$ cat config.mk
export PLATFORM = sky130hd
export DESIGN_NAME = mem_wb_pipe
export DESIGN_NICKNAME = d
export VERILOG_FILES = /design/src/rtl/mem_wb_pipe.sv
export SDC_FILE = /design/constraint.sdc
export NUM_CORES = 1
export LEC_CHECK = 0
export ABC_AREA = 1
export CORE_UTILIZATION = 55
export CTS_CLUSTER_SIZE = 30
export DETAILED_ROUTE_END_ITERATION = 6
export DONT_BUFFER_PORTS = 1
export HOLD_SLACK_MARGIN = 0.06
export PLACE_DENSITY = 0.83
export RECOVER_POWER = 100
export SLEW_MARGIN = 20
export SYNTH_ARGS = -nofsm -noshare
export SYNTH_HDL_FRONTEND = slang
export SYNTH_SLANG_ARGS = --single-unit
$ cat constraint.sdc
create_clock -name clk -period 1.4 [get_ports clk]
set_input_delay 0.14 -clock clk [delete_from_list [all_inputs] [get_ports clk]]
set_output_delay 0.14 -clock clk [all_outputs]
set_load 0.02 [all_outputs]
$ cat src/rtl/mem_wb_pipe.sv
`default_nettype none
// ============================================================================
//  Module   : mem_wb_pipe
//  Purpose  : MEM/WB pipeline stage carrying up to LANES register-file write
//             requests per instruction. Valid/ready handshake with an
//             optional two-entry skid buffer, synchronous flush, per-lane
//             write squashing and an occupancy count.
//  Revision : 1.0 - initial release
// ============================================================================
module mem_wb_pipe #(
    parameter int DATA_W = 32,
    parameter int ADDR_W = 5,
    parameter int LANES  = 1,
    parameter int SKID   = 1
) (
    input  logic                      clk,
    input  logic                      rst,
    input  logic                      flush,
    input  logic                      in_valid,
    output logic                      in_ready,
    input  logic [LANES*DATA_W-1:0]   in_wdata,
    input  logic [LANES*ADDR_W-1:0]   in_wd,
    input  logic [LANES-1:0]          in_wreg,
    output logic                      out_valid,
    input  logic                      out_ready,
    output logic [LANES*DATA_W-1:0]   out_wdata,
    output logic [LANES*ADDR_W-1:0]   out_wd,
    output logic [LANES-1:0]          out_wreg,
    output logic [1:0]                count
);

    // State encoding doubles as the occupancy count.
    localparam logic [1:0] c_st_empty = 2'd0;
    localparam logic [1:0] c_st_half  = 2'd1;
    localparam logic [1:0] c_st_full  = 2'd2;

    logic [1:0]              r_state;
    logic [1:0]              w_state_nxt;
    logic [LANES*DATA_W-1:0] r_main_wdata;
    logic [LANES*ADDR_W-1:0] r_main_wd;
    logic [LANES-1:0]        r_main_wreg;
    logic [LANES*DATA_W-1:0] r_skid_wdata;
    logic [LANES*ADDR_W-1:0] r_skid_wd;
    logic [LANES-1:0]        r_skid_wreg;
    logic [LANES-1:0]        w_in_wreg_sq;
    logic                    w_in_xfer;
    logic                    w_out_xfer;
    logic                    w_load_main;
    logic                    w_load_skid;
    logic                    w_skid_to_main;

    assign out_valid  = (r_state != c_st_empty);
    assign out_wdata  = r_main_wdata;
    assign out_wd     = r_main_wd;
    assign out_wreg   = r_main_wreg & {LANES{out_valid}};
    assign count      = r_state;
    assign w_in_xfer  = in_valid && in_ready;
    assign w_out_xfer = out_valid && out_ready;

    // Squash writes to the zero register and all but the highest-index lane
    // among lanes targeting the same register.
    always_comb begin
        w_in_wreg_sq = '0;
        for (int i = 0; i < LANES; i++) begin
            w_in_wreg_sq[i] = in_wreg[i] && (in_wd[i*ADDR_W +: ADDR_W] != '0);
            for (int j = i + 1; j < LANES; j++) begin
                if (in_wreg[i] && in_wreg[j] &&
                    (in_wd[i*ADDR_W +: ADDR_W] == in_wd[j*ADDR_W +: ADDR_W]))
                    w_in_wreg_sq[i] = 1'b0;
            end
        end
    end

    // Next-state and register-load decisions; flush overrides normal flow.
    always_comb begin
        w_state_nxt    = r_state;
        w_load_main    = 1'b0;
        w_load_skid    = 1'b0;
        w_skid_to_main = 1'b0;
        if (flush) begin
            w_state_nxt = c_st_empty;
        end else begin
            case (r_state)
                c_st_empty: begin
                    if (w_in_xfer) begin
                        w_load_main = 1'b1;
                        w_state_nxt = c_st_half;
                    end
                end
                c_st_half: begin
                    if (w_in_xfer && w_out_xfer) begin
                        w_load_main = 1'b1;
                    end else if (w_in_xfer) begin
                        w_load_skid = 1'b1;
                        w_state_nxt = c_st_full;
                    end else if (w_out_xfer) begin
                        w_state_nxt = c_st_empty;
                    end
                end
                c_st_full: begin
                    if (w_out_xfer) begin
                        w_skid_to_main = 1'b1;
                        w_state_nxt    = c_st_half;
                    end
                end
                default: w_state_nxt = c_st_empty;
            endcase
        end
    end

    // State and entry storage; data is kept on drain, only wreg is gated.
    always_ff @(posedge clk) begin
        if (rst) begin
            r_state      <= c_st_empty;
            r_main_wdata <= '0;
            r_main_wd    <= '0;
            r_main_wreg  <= '0;
            r_skid_wdata <= '0;
            r_skid_wd    <= '0;
            r_skid_wreg  <= '0;
        end else begin
            r_state <= w_state_nxt;
            if (w_load_main) begin
                r_main_wdata <= in_wdata;
                r_main_wd    <= in_wd;
                r_main_wreg  <= w_in_wreg_sq;
            end else if (w_skid_to_main) begin
                r_main_wdata <= r_skid_wdata;
                r_main_wd    <= r_skid_wd;
                r_main_wreg  <= r_skid_wreg;
            end
            if (w_load_skid) begin
                r_skid_wdata <= in_wdata;
                r_skid_wd    <= in_wd;
                r_skid_wreg  <= w_in_wreg_sq;
            end
        end
    end

    generate
        if (SKID != 0) begin : g_skid_ready
            logic r_in_ready;
            // Registered ready: low only when the next state is FULL (or in reset).
            always_ff @(posedge clk) begin
                if (rst) r_in_ready <= 1'b0;
                else     r_in_ready <= (w_state_nxt != c_st_full);
            end
            assign in_ready = r_in_ready;
        end else begin : g_comb_ready
            assign in_ready = !out_valid || out_ready;
        end
    endgenerate

endmodule
`default_nettype wire

==> metrics.txt, run 1 <==
# TYPE chip_impl_metric gauge
chip_impl_metric{name="dpl.cell_count",unit=""} 554
chip_impl_metric{name="largest_net_degree_at_the_start_of_global_routing",unit=""} 41
chip_impl_metric{name="arrival",unit="ns"} 1.24
chip_impl_metric{name="power_density",unit="nW/µm²"} 1105
chip_impl_metric{name="max-cap-violations",unit=""} 0
chip_impl_metric{name="postCtsSetupRepairBufs",unit=""} 0
chip_impl_metric{name="cts.clk_slew.worst_paths",unit="ns"} 0.08
chip_impl_info{name="run_status",value="complete, no violations"} 1
chip_impl_metric{name="total_vias_in_the_final_route",unit=""} 3555
chip_impl_metric{name="synthesis.yosys.warnings",unit=""} 0
chip_impl_metric{name="die-height",unit="µm"} 82.51
chip_impl_info{name="cts_tree",value="done"} 1
chip_impl_metric{name="area_delta_synth_final",unit="%"} 25.97
chip_impl_metric{name="antenna-diode-count",unit=""} 0
chip_impl_metric{name="die-area",unit="µm²"} 6807
chip_impl_metric{name="ir_worst_vdd",unit="mV"} 0.7920
chip_impl_info{name="cp-startpoint",value="count[1]$_SDFF_PP0_"} 1
chip_impl_metric{name="first_pass_drt_iterations",unit=""} 4
chip_impl_metric{name="synth_sequential_area_ratio",unit="%"} 44.37
chip_impl_metric{name="power.static_leakage",unit="µW"} 0.001884
chip_impl_metric{name="max_freq",unit="MHz"} 725.1
chip_impl_metric{name="timing_max_transition_violations_final",unit=""} 0
chip_impl_metric{name="grt_antenna_before_repair",unit=""} 0
chip_impl_metric{name="clock_tree.buffer_depth",unit=""} 2
chip_impl_metric{name="min_period_over_period",unit="%"} 98.50
chip_impl_metric{name="layout-drive-gt1-share",unit="%"} 11.38
chip_impl_info{name="most_frequent_cells_in_the_layout",value="sky130_fd_sc_hd__nand3_1, sky130_fd_sc_hd__nand2_1, sky130_fd_sc_hd__nor2_1"} 1
chip_impl_info{name="crit-reg2reg-launch",value="count[1]$_SDFF_PP0_"} 1
chip_impl_metric{name="n_fill_cell",unit=""} 496
chip_impl_metric{name="seqCellArea",unit="µm²"} 1590
chip_impl_metric{name="first_iter_violations",unit=""} 232
chip_impl_info{name="most_common_cell_after_layout_fill_and_taps_aside",value="sky130_fd_sc_hd__nand3_1"} 1
chip_impl_metric{name="hold-worst-slack",unit="ns"} 0.06004
chip_impl_metric{name="synth.distinct_cells",unit=""} 21
chip_impl_metric{name="grt_use_total",unit="%"} 30.57
chip_impl_metric{name="clk-insertion-delay-late",unit="ns"} 0.35
chip_impl_metric{name="dpl.hpwl",unit="mm"} 5.758
chip_impl_metric{name="number_of_nets_in_the_synthesized_netlist",unit=""} 542
chip_impl_info{name="setup_repair_after_global_routing_missed_its_margin",value="yes"} 1
chip_impl_metric{name="finalClockSkew",unit="ns"} 0.005791
chip_impl_metric{name="fp.dieW",unit="µm"} 82.51
chip_impl_metric{name="detail_route_antenna_nets",unit=""} 0
chip_impl_metric{name="gp_congestion",unit=""} 0.8403
chip_impl_info{name="cts_root_buf",value="sky130_fd_sc_hd__clkbuf_8"} 1
chip_impl_metric{name="multiInputGateArea",unit="µm²"} 1804
chip_impl_metric{name="rows",unit=""} 28
chip_impl_metric{name="finalNonFillerCells",unit=""} 611
chip_impl_metric{name="nets",unit=""} 574
chip_impl_metric{name="starting_utilization_of_the_core_area",unit="%"} 58.48
chip_impl_metric{name="worst-slew-pin-transition",unit="ns"} 0.2904
chip_impl_metric{name="post_syn_area",unit="µm²"} 3565
chip_impl_metric{name="report.final.hold_viol_count",unit=""} 0
chip_impl_metric{name="ys_seq_elements",unit=""} 79
chip_impl_metric{name="core_area",unit="µm²"} 6096
chip_impl_metric{name="worst_slew_margin_rel",unit="%"} 80.61
chip_impl_metric{name="buffer_ports.inserted",unit=""} 0
chip_impl_info{name="worst_setup_path_start_kind",value="flop"} 1
chip_impl_metric{name="setup_viol_count_final",unit=""} 0
chip_impl_info{name="hold_path_startpoint",value="in_wdata[18]"} 1
chip_impl_metric{name="pin_count",unit=""} 85
chip_impl_metric{name="avgViaCountPerCell",unit=""} 5.818
chip_impl_metric{name="post-route-drc-count",unit=""} 0
chip_impl_metric{name="cts_inserted_buffers",unit=""} 9
chip_impl_metric{name="syn_inst",unit=""} 499
chip_impl_metric{name="clock_net_sink_count",unit=""} 79
chip_impl_metric{name="htree_levels",unit=""} 3
chip_impl_metric{name="synth_area_per_cell",unit="µm²"} 7.144
chip_impl_info{name="critical_path.endpoint_type",value="output pin"} 1
chip_impl_metric{name="number_of_global_route_vias_before_repair",unit=""} 3404
chip_impl_metric{name="post-route-min-period",unit="ns"} 1.379
chip_impl_metric{name="grt-ovfl-total",unit=""} 0
chip_impl_metric{name="timing.critical_path.required",unit="ns"} 1.26
chip_impl_metric{name="critPathMaxFanout",unit=""} 4
chip_impl_metric{name="routed_wirelength",unit="mm"} 10.02
chip_impl_metric{name="wire_length_of_the_first_global_routing_pass",unit="mm"} 15.53
chip_impl_info{name="hold_class",value="input pin to flop"} 1
chip_impl_info{name="classification_of_the_worst_setup_path",value="flop to output pin"} 1
chip_impl_metric{name="avgRoutedWirePerCell",unit="µm"} 16.40
## through the flow
step	setup slack [ns]	util, %	TNS [ns]	total power [µW]	area [µm²]
6_report	0.02096	73.67	0	4963	4491
3_3_place_gp	0.08857	61.70	0	2790	3761
3_5_place_dp	-0.01193	61.70	-0.01228	2804	3761
4_1_cts	0.0004247	72.74	0	4961	4434
5_1_grt	-0.02222	73.67	-0.1949	5120	4491
2_1_floorplan	0.01102	-	0	2711	3570
## registers in the layout (all words and copies together), names as in the netlist
register / flops
count: 2
in_ready: 1
out_wd: 5
out_wdata: 32
r_main_wreg: 1
r_skid_wd: 5
r_skid_wdata: 32
r_skid_wreg: 1
## per-layer routing
layer	wire (µm)	vias up	track usage, %	part of all wire (%)
li1	-	1722	-	-
met1	4009	1668	33.92	40
met2	5142	142	55.21	51
met3	641	23	6.813	6.4
met4	229	0	14.31	2.3
met5	0	-	0	0
## cell families after synthesis
group           share of synthesized area [%]
compound gates                          11.86
buf+inv                                 6.915
simple gates                            36.86
flops                                   44.37
## worst paths after layout
path	slack, ns	cells past startpoint	end
setup / recovery	0.02	4	out_wreg
hold / removal	0.06	3	out_wdata[18]$_SDFFE_PP0P_
setup reg to reg	0.05	7	out_wdata[14]$_SDFFE_PP0P_
hold reg to reg	0.51	2	r_main_wreg$_SDFFE_PP0P_
## critical path: stages (launching register included)
cell,delay [ns]
sky130_fd_sc_hd__dfxtp_4,0.38
sky130_fd_sc_hd__nor2_4,0.15
sky130_fd_sc_hd__buf_4,0.16
sky130_fd_sc_hd__nor2_2,0.05
sky130_fd_sc_hd__buf_4,0.15
## area by class of cell
type / count / area share (%)
Multi-Input combinational cell: 367 / 40.18
Sequential cell: 79 / 35.41
Timing Repair Buffer: 65 / 16.10
Clock buffer: 10 / 3.065
Clock inverter: 6 / 2.396
Tap cell: 75 / 2.090
Inverter: 9 / 0.7523
## Yosys cell counts (all sizes together)
cell	instances	share of area, %
nor2	84	9.0
nand2	82	8.6
nand3	80	11
dfxtp	79	44
a21oi	41	5.8
o21ai	40	5.7
nand3b	36	7.6
buf	23	3.7
clkbuf	21	2.3
inv	9	0.95
nor3	2	0.42
a211oi	1	0.21
a31oi	1	0.18
## repair_timing
item                       CTS  global route
setup endpoints to repair   15            62
hold buffers                41             0
gates resized for setup      4            18
hold endpoints to repair    79             0
pin swaps                    0             1
## power breakdown
part	switching (µW)	internal, µW	total [µW]
logic	249	221	470
registers	115	2310	2430
clock network	840	1230	2070
total	1200	3760	4960
Note: power is estimated with default switching activity, not from simulation.
==> run 2, diff against run 1 <==
- BUFFER_PORTS_ARGS: unset -> -buffer_cell sky130_fd_sc_hd__buf_2
- CORE_MARGIN: unset -> 2
- CORE_UTILIZATION: 55 -> 48
- DONT_BUFFER_PORTS: 1 -> unset
- PLACE_DENSITY: 0.83 -> 0.86
==> metrics.txt, run 2 (synthesis gave the netlist of run 1 again) <==
# TYPE chip_impl_metric gauge
chip_impl_metric{name="ir_worst_vdd",unit="mV"} 0.5104
chip_impl_metric{name="critPathMaxFanout",unit=""} 19
chip_impl_info{name="critPathSlowestCell",value="sky130_fd_sc_hd__dfxtp_4"} 1
chip_impl_metric{name="total_vias_in_the_final_route",unit=""} 3850
chip_impl_metric{name="number_of_global_route_vias_before_repair",unit=""} 3578
chip_impl_metric{name="max_freq",unit="MHz"} 692.8
chip_impl_metric{name="clock_tree.buffer_depth",unit=""} 2
chip_impl_metric{name="hold-worst-slack",unit="ns"} 0.07000
chip_impl_info{name="most_frequent_cells_in_the_layout",value="sky130_fd_sc_hd__nor2_1, sky130_fd_sc_hd__nand3_1, sky130_fd_sc_hd__nand2_1"} 1
chip_impl_metric{name="die-height",unit="µm"} 90.18
chip_impl_metric{name="fp.dieW",unit="µm"} 90.18
chip_impl_metric{name="timing.critical_path.required",unit="ns"} 1.64
chip_impl_metric{name="cpPeakStageDelay",unit="ns"} 0.40
chip_impl_metric{name="pin_count",unit=""} 85
chip_impl_info{name="critical_path.endpoint_type",value="flop"} 1
chip_impl_metric{name="worst_slack",unit="ns"} -0.04338
chip_impl_metric{name="worst_path_buffer_plus_inverter_count",unit=""} 1
chip_impl_metric{name="min_period_over_period",unit="%"} 103.1
chip_impl_info{name="worst_setup_path_start_kind",value="flop"} 1
chip_impl_info{name="setup_repair_after_global_routing_missed_its_margin",value="yes"} 1
chip_impl_metric{name="max-cap-violations",unit=""} 0
chip_impl_metric{name="worst-slew-pin-transition",unit="ns"} 0.4436
chip_impl_metric{name="die-area",unit="µm²"} 8132
chip_impl_metric{name="largest_net_degree_at_the_start_of_global_routing",unit=""} 52
chip_impl_info{name="violations",value="setup timing"} 1
chip_impl_metric{name="core_area",unit="µm²"} 7214
chip_impl_metric{name="htree_levels",unit=""} 3
chip_impl_metric{name="layout-drive-gt1-share",unit="%"} 17.02
chip_impl_info{name="cts_tree",value="done"} 1
chip_impl_metric{name="cts.clk_slew.worst_paths",unit="ns"} 0.08
chip_impl_metric{name="dpl.hpwl",unit="mm"} 6.350
chip_impl_metric{name="clk-insertion-delay-late",unit="ns"} 0.36
chip_impl_metric{name="worst_slew_margin_rel",unit="%"} 70.43
chip_impl_metric{name="grt_antenna_before_repair",unit=""} 0
chip_impl_metric{name="starting_utilization_of_the_core_area",unit="%"} 49.41
chip_impl_metric{name="grt-ovfl-total",unit=""} 0
chip_impl_metric{name="first_iter_violations",unit=""} 257
chip_impl_metric{name="rows",unit=""} 31
chip_impl_metric{name="detail_route_antenna_nets",unit=""} 0
chip_impl_metric{name="grt_use_total",unit="%"} 25.13
chip_impl_metric{name="routed_wirelength",unit="mm"} 10.61
chip_impl_info{name="run_status",value="complete, but fails checks"} 1
chip_impl_metric{name="finalClockSkew",unit="ns"} 0.01627
chip_impl_info{name="cts_root_buf",value="sky130_fd_sc_hd__clkbuf_8"} 1
chip_impl_info{name="crit_chain",value="nor2_4 -> o21ai_4 -> nor2_2 -> buf_4 -> o21ai_0 -> nor2_1"} 1
chip_impl_metric{name="clock_net_sink_count",unit=""} 79
chip_impl_metric{name="arrival",unit="ns"} 1.68
chip_impl_metric{name="power_density",unit="nW/µm²"} 993.2
chip_impl_metric{name="cts_inserted_buffers",unit=""} 9
chip_impl_metric{name="avgRoutedWirePerCell",unit="µm"} 14.82
chip_impl_metric{name="power.static_leakage",unit="µW"} 0.002083
chip_impl_metric{name="avgViaCountPerCell",unit=""} 5.377
chip_impl_metric{name="report.power.total",unit="µW"} 4746
chip_impl_metric{name="area_delta_synth_final",unit="%"} 34.05
chip_impl_metric{name="setup_viol_count_final",unit=""} 1
chip_impl_info{name="classification_of_the_worst_setup_path",value="flop to flop"} 1
chip_impl_metric{name="first_pass_drt_iterations",unit=""} 5
chip_impl_metric{name="antenna-diode-count",unit=""} 0
chip_impl_metric{name="report.final.hold_viol_count",unit=""} 0
chip_impl_metric{name="nets",unit=""} 655
chip_impl_metric{name="buffer_ports.inserted",unit=""} 84
chip_impl_metric{name="timing_max_transition_violations_final",unit=""} 0
chip_impl_metric{name="gp_congestion",unit=""} 0.8429
chip_impl_info{name="timing.critical_path.max_delay_family",value="compound AO/OA/AOI/OAI gates"} 1
chip_impl_metric{name="post-route-min-period",unit="ns"} 1.443
chip_impl_metric{name="pre_cts_ws",unit="ns"} 0.008010
chip_impl_info{name="hold_class",value="input pin to flop"} 1
chip_impl_metric{name="wire_length_of_the_first_global_routing_pass",unit="mm"} 16.57
chip_impl_metric{name="post-route-drc-count",unit=""} 0
==> run 2: cell types whose count changed in the layout (fill, tap and decap cells not counted), sizes merged <==
cell | previous run | this run
buf | 25 | 75
dlygate4sd3 | 40 | 34
inv | 9 | 12
clkbuf | 10 | 46
bufinv | 3 | 1
clkinvlp | 1 | 2
clkinv | 2 | 1
==> run 2: final timing paths <==
check / from / to / slack, ns / cells past startpoint
max reg2reg: count[1]$_SDFF_PP0_ / r_skid_wreg$_SDFFE_PP0P_ / -0.04 / 6
max: count[1]$_SDFF_PP0_ / r_skid_wreg$_SDFFE_PP0P_ / -0.04 / 6
min: in_wd[1] / r_skid_wd[1]$_SDFFE_PP0P_ / 0.07 / 3
min reg2reg: out_wdata[19]$_SDFFE_PP0P_ / out_wdata[19]$_SDFFE_PP0P_ / 0.49 / 2
==> run 2: layout make-up <==
cell class | instances | area (µm²)
repair buffers | 146 | 1046
fillers | 610 | 2436
well taps | 99 | 123.9
clock inverters | 7 | 80.08
clock buffers | 9 | 123.9
flip-flops and latches | 79 | 1590
inverters | 9 | 33.78
multi-input cells | 367 | 1780
==> run 2: through the flow <==
stage | area, µm² | cells | TNS [ns] | util, %
floorplan | 3570 | 499 | 0 | -
global placement | 4207 | 663 | 0 | 58.31
detailed placement | 4207 | 663 | 0 | 58.31
CTS | 4760 | 713 | 0 | 65.97
global route | 4778 | 716 | -0.3047 | 66.23
finish | 4778 | 716 | -0.04338 | 66.23
==> run 2: repair_timing <==
action,in CTS,in global routing
gates resized for setup,2,16
setup buffers,0,2
endpoints found under the setup margin,3,78
endpoints found under the hold margin,34,0
cloned,0,1
hold buffers,34,0
==> run 2: worst min-delay path, stage by stage <==
cell	delay [ns]
sky130_fd_sc_hd__buf_2	0.11
sky130_fd_sc_hd__nor2_1	0.05
sky130_fd_sc_hd__nor2_1	0.09
==> run 2: per-layer routing <==
metal,part of all wire [%],global-route usage (%),up-vias
li1,-,-,1891
met1,41,28.78,1792
met2,51,45.30,139
met3,5.1,4.107,28
met4,2.7,12.18,0
met5,0,0,-
==> run 2: power breakdown <==
part	switching [µW]	total, µW	leakage (µW)	internal [µW]
clock	923	1770	0.0000968	845
sequential	39.7	2350	0.000643	2310
combinational	359	627	0.00134	268
==> run 3, diff against run 2 <==
- ABC_AREA: 1 -> unset
==> metrics.txt, run 3 <==
# TYPE chip_impl_metric gauge
chip_impl_metric{name="layout-drive-gt1-share",unit="%"} 29.23
chip_impl_metric{name="hold-worst-slack",unit="ns"} 0.05761
chip_impl_metric{name="fp.dieW",unit="µm"} 90.13
chip_impl_metric{name="area_delta_synth_final",unit="%"} 35.07
chip_impl_metric{name="synth.mux.area_fraction",unit="%"} 0.2811
chip_impl_info{name="violations",value="setup timing"} 1
chip_impl_metric{name="largest_net_degree_at_the_start_of_global_routing",unit=""} 43
chip_impl_info{name="synth_top_flop_cell",value="sky130_fd_sc_hd__dfxtp_1"} 1
chip_impl_metric{name="antenna-diode-count",unit=""} 0
chip_impl_info{name="critical_path.endpoint_type",value="flop"} 1
chip_impl_metric{name="htree_levels",unit=""} 3
chip_impl_metric{name="finish.utilization",unit="%"} 66.67
chip_impl_metric{name="cts_inserted_buffers",unit=""} 9
chip_impl_metric{name="number_of_synthesized_flops_with_an_enable_pin",unit=""} 0
chip_impl_metric{name="buffer_ports.inserted",unit=""} 84
chip_impl_metric{name="avgRoutedWirePerCell",unit="µm"} 16.64
chip_impl_metric{name="synth.distinct_cells",unit=""} 33
chip_impl_metric{name="post_synth_and_or_nand_nor_area_fraction",unit="%"} 21.68
chip_impl_metric{name="multiInputGateArea",unit="µm²"} 1903
chip_impl_metric{name="pin_count",unit=""} 85
chip_impl_info{name="synthMostInstantiatedCell",value="sky130_fd_sc_hd__dfxtp_1"} 1
chip_impl_metric{name="max-cap-violations",unit=""} 0
chip_impl_metric{name="min_period_over_period",unit="%"} 100.9
chip_impl_info{name="cts_root_buf",value="sky130_fd_sc_hd__clkbuf_8"} 1
chip_impl_metric{name="max_freq",unit="MHz"} 707.9
chip_impl_metric{name="register_to_register_setup_slack",unit="ns"} -0.01
chip_impl_info{name="most_common_cell_after_layout_fill_and_taps_aside",value="sky130_fd_sc_hd__dfxtp_1"} 1
chip_impl_metric{name="avgViaCountPerCell",unit=""} 5.782
chip_impl_metric{name="fin_area",unit="µm²"} 4810
chip_impl_info{name="most_frequent_cells_in_the_layout",value="sky130_fd_sc_hd__dfxtp_1, sky130_fd_sc_hd__nand2_1, sky130_fd_sc_hd__buf_2"} 1
chip_impl_metric{name="die-area",unit="µm²"} 8123
chip_impl_metric{name="grt-ovfl-total",unit=""} 0
chip_impl_metric{name="post-route-min-period",unit="ns"} 1.413
chip_impl_metric{name="seqCellArea",unit="µm²"} 1587
chip_impl_metric{name="timing_max_transition_violations_final",unit=""} 0
chip_impl_metric{name="detailed_place.area",unit="µm²"} 4139
chip_impl_metric{name="synth-xor-area-share",unit="%"} 0
chip_impl_metric{name="arrival",unit="ns"} 1.63
chip_impl_metric{name="n_fill_cell",unit=""} 591
chip_impl_metric{name="clock_tree.buffer_depth",unit=""} 2
chip_impl_info{name="cp-startpoint",value="count[1]$_SDFF_PP0_"} 1
chip_impl_metric{name="wire_length_of_the_first_global_routing_pass",unit="mm"} 16.46
chip_impl_metric{name="power_density",unit="nW/µm²"} 969.4
chip_impl_metric{name="starting_utilization_of_the_core_area",unit="%"} 49.36
chip_impl_info{name="synth_top_family_by_area",value="compound AO/OA/AOI/OAI gates"} 1
chip_impl_metric{name="cts.clk_slew.worst_paths",unit="ns"} 0.08
chip_impl_metric{name="critPathMaxFanout",unit=""} 42
chip_impl_info{name="crit_path_end",value="r_skid_wdata[30]$_SDFFE_PP0P_"} 1
chip_impl_metric{name="number_of_nets_in_the_synthesized_netlist",unit=""} 455
chip_impl_metric{name="yosys.area.top_type_share",unit="%"} 44.41
chip_impl_metric{name="dpl.hpwl",unit="mm"} 5.935
chip_impl_metric{name="detail_route_antenna_nets",unit=""} 0
chip_impl_metric{name="routed_wirelength",unit="mm"} 10.30
chip_impl_metric{name="setup_viol_count_final",unit=""} 5
chip_impl_metric{name="synth-compound-area-share",unit="%"} 26.42
chip_impl_metric{name="ys_seq_elements",unit=""} 79
chip_impl_metric{name="syn_inst",unit=""} 412
chip_impl_metric{name="grt_use_total",unit="%"} 24.52
chip_impl_info{name="cts_tree",value="done"} 1
chip_impl_metric{name="die-height",unit="µm"} 90.13
chip_impl_metric{name="synthesis.yosys.warnings",unit=""} 0
chip_impl_metric{name="synth_sequential_area_ratio",unit="%"} 44.41
chip_impl_metric{name="total_vias_in_the_final_route",unit=""} 3579
chip_impl_metric{name="pre_cts_ws",unit="ns"} -0.007307
chip_impl_metric{name="rows",unit=""} 31
chip_impl_metric{name="synth_fa_ha_area_share",unit="%"} 0
chip_impl_metric{name="power.static_leakage",unit="µW"} 0.001630
chip_impl_metric{name="post-route-drc-count",unit=""} 0
chip_impl_metric{name="first_pass_drt_iterations",unit=""} 5
chip_impl_info{name="hold_class",value="input pin to flop"} 1
chip_impl_metric{name="core_area",unit="µm²"} 7214
chip_impl_metric{name="report.final.hold_viol_count",unit=""} 0
chip_impl_metric{name="clk-insertion-delay-late",unit="ns"} 0.35
chip_impl_metric{name="gp_congestion",unit=""} 0.8373
chip_impl_metric{name="grt_antenna_before_repair",unit=""} 0
chip_impl_info{name="synth_commonest_cells",value="sky130_fd_sc_hd__dfxtp_1, sky130_fd_sc_hd__nand2_1, sky130_fd_sc_hd__o21ai_0"} 1
chip_impl_metric{name="finalClockSkew",unit="ns"} 0.006016
chip_impl_metric{name="synth_area_per_cell",unit="µm²"} 8.643
chip_impl_metric{name="worst_slack",unit="ns"} -0.01269
chip_impl_metric{name="cpPeakStageDelay",unit="ns"} 0.37
chip_impl_metric{name="post_syn_area",unit="µm²"} 3561
chip_impl_metric{name="number_of_global_route_vias_before_repair",unit=""} 3432
chip_impl_metric{name="asyncSetResetFlopFracSynth",unit="%"} 0
chip_impl_info{name="yosys.area.top_type",value="sky130_fd_sc_hd__dfxtp_1"} 1
chip_impl_metric{name="clock_net_sink_count",unit=""} 79
chip_impl_metric{name="ir_worst_vdd",unit="mV"} 0.6067
chip_impl_info{name="setup_repair_after_global_routing_missed_its_margin",value="yes"} 1
chip_impl_info{name="r2r-end",value="r_skid_wdata[30]$_SDFFE_PP0P_"} 1
chip_impl_info{name="worst_setup_path_start_kind",value="flop"} 1
chip_impl_info{name="run_status",value="complete, but fails checks"} 1
chip_impl_info{name="critPathSlowestCell",value="sky130_fd_sc_hd__dfxtp_4"} 1
chip_impl_metric{name="r2r.worst_path.cells",unit=""} 5
chip_impl_info{name="classification_of_the_worst_setup_path",value="flop to flop"} 1
chip_impl_info{name="crit-reg2reg-launch",value="count[1]$_SDFF_PP0_"} 1
chip_impl_metric{name="nets",unit=""} 558
chip_impl_info{name="ys_top_cells_by_area",value="sky130_fd_sc_hd__dfxtp_1, sky130_fd_sc_hd__a311oi_2, sky130_fd_sc_hd__nand2_1"} 1
chip_impl_metric{name="first_iter_violations",unit=""} 252
chip_impl_metric{name="worst-slew-pin-transition",unit="ns"} 0.5024
chip_impl_metric{name="worst_slew_margin_rel",unit="%"} 66.51
chip_impl_metric{name="timing.critical_path.required",unit="ns"} 1.62
chip_impl_info{name="crit_chain",value="buf_4 -> nand4bb_4 -> buf_12 -> o21ai_0 -> a21oi_1"} 1
## run 3: cell families after synthesis
| logic type | count (synthesis) |
|---|---|
| mux | 1 |
| buf+inv | 46 |
| simple gates | 164 |
| flops | 79 |
| compound gates | 122 |
## run 3: cell type report
| type | instances | area share, % |
|---|---|---|
| flip-flops and latches | 79 | 32.99 |
| multi-input cells | 287 | 39.57 |
| inverters | 2 | 0.1561 |
| well taps | 99 | 2.575 |
| clock buffers | 10 | 2.862 |
| repair buffers | 136 | 20.60 |
| clock inverters | 6 | 1.249 |
## run 3: layer usage
metal,part of all wire [%],global-route usage [%],up-vias
met5,0,0,-
met4,2.1,9.487,0
met3,5.6,4.778,19
met2,51,40.66,138
met1,42,31.54,1722
li1,-,-,1700
## run 3: how the worst min path moves through the flow
stage | start | endpoint | slack, ns | cells past startpoint
5_1_grt | in_wdata[27] | r_skid_wdata[27]$_SDFFE_PP0P_ | 0.06 | 3
2_1_floorplan | flush | count[1]$_SDFF_PP0_ | 0.22 | 1
3_3_place_gp | flush | count[1]$_SDFF_PP0_ | 0.40 | 2
4_1_cts | in_wdata[10] | r_skid_wdata[10]$_SDFFE_PP0P_ | 0.06 | 3
3_5_place_dp | in_wdata[4] | r_skid_wdata[4]$_SDFFE_PP0P_ | 0.42 | 3
6_report | in_wdata[27] | r_skid_wdata[27]$_SDFFE_PP0P_ | 0.06 | 3
## run 3: through the flow
step | total power (µW) | setup TNS, ns | cells
floorplan | 2693 | 0 | 412
global placement | 2894 | 0 | 570
detailed placement | 2902 | -0.007307 | 570
CTS | 4643 | 0 | 617
global route | 4837 | -1.775 | 619
finish | 4663 | -0.02810 | 619
## run 3: repair_timing
| action | CTS | global route |
|---|---|---|
| hold buffers | 29 | 1 |
| setup endpoints to repair | 3 | 67 |
| endpoints found under the hold margin | 28 | 1 |
| pin swaps | 0 | 0 |
| gates cloned | 0 | 1 |
| setup buffers | 2 | 0 |
| gates resized for setup | 8 | 52 |
## run 3: report_power, final
part           internal (µW)  total [µW]  switching, µW
Clock                    863        1720            856
Sequential              2310        2340           36.8
Combinational            249         601            352
Total                   3420        4660           1250
## run 3: critical path, delay by kind of cell, from the launching register on
family | cells | cell delay [ns]
buffers and inverters | 2 | 0.36
AND/OR/NAND/NOR | 1 | 0.26
AO/OA/AOI/OAI | 2 | 0.29
flip-flops | 1 | 0.37
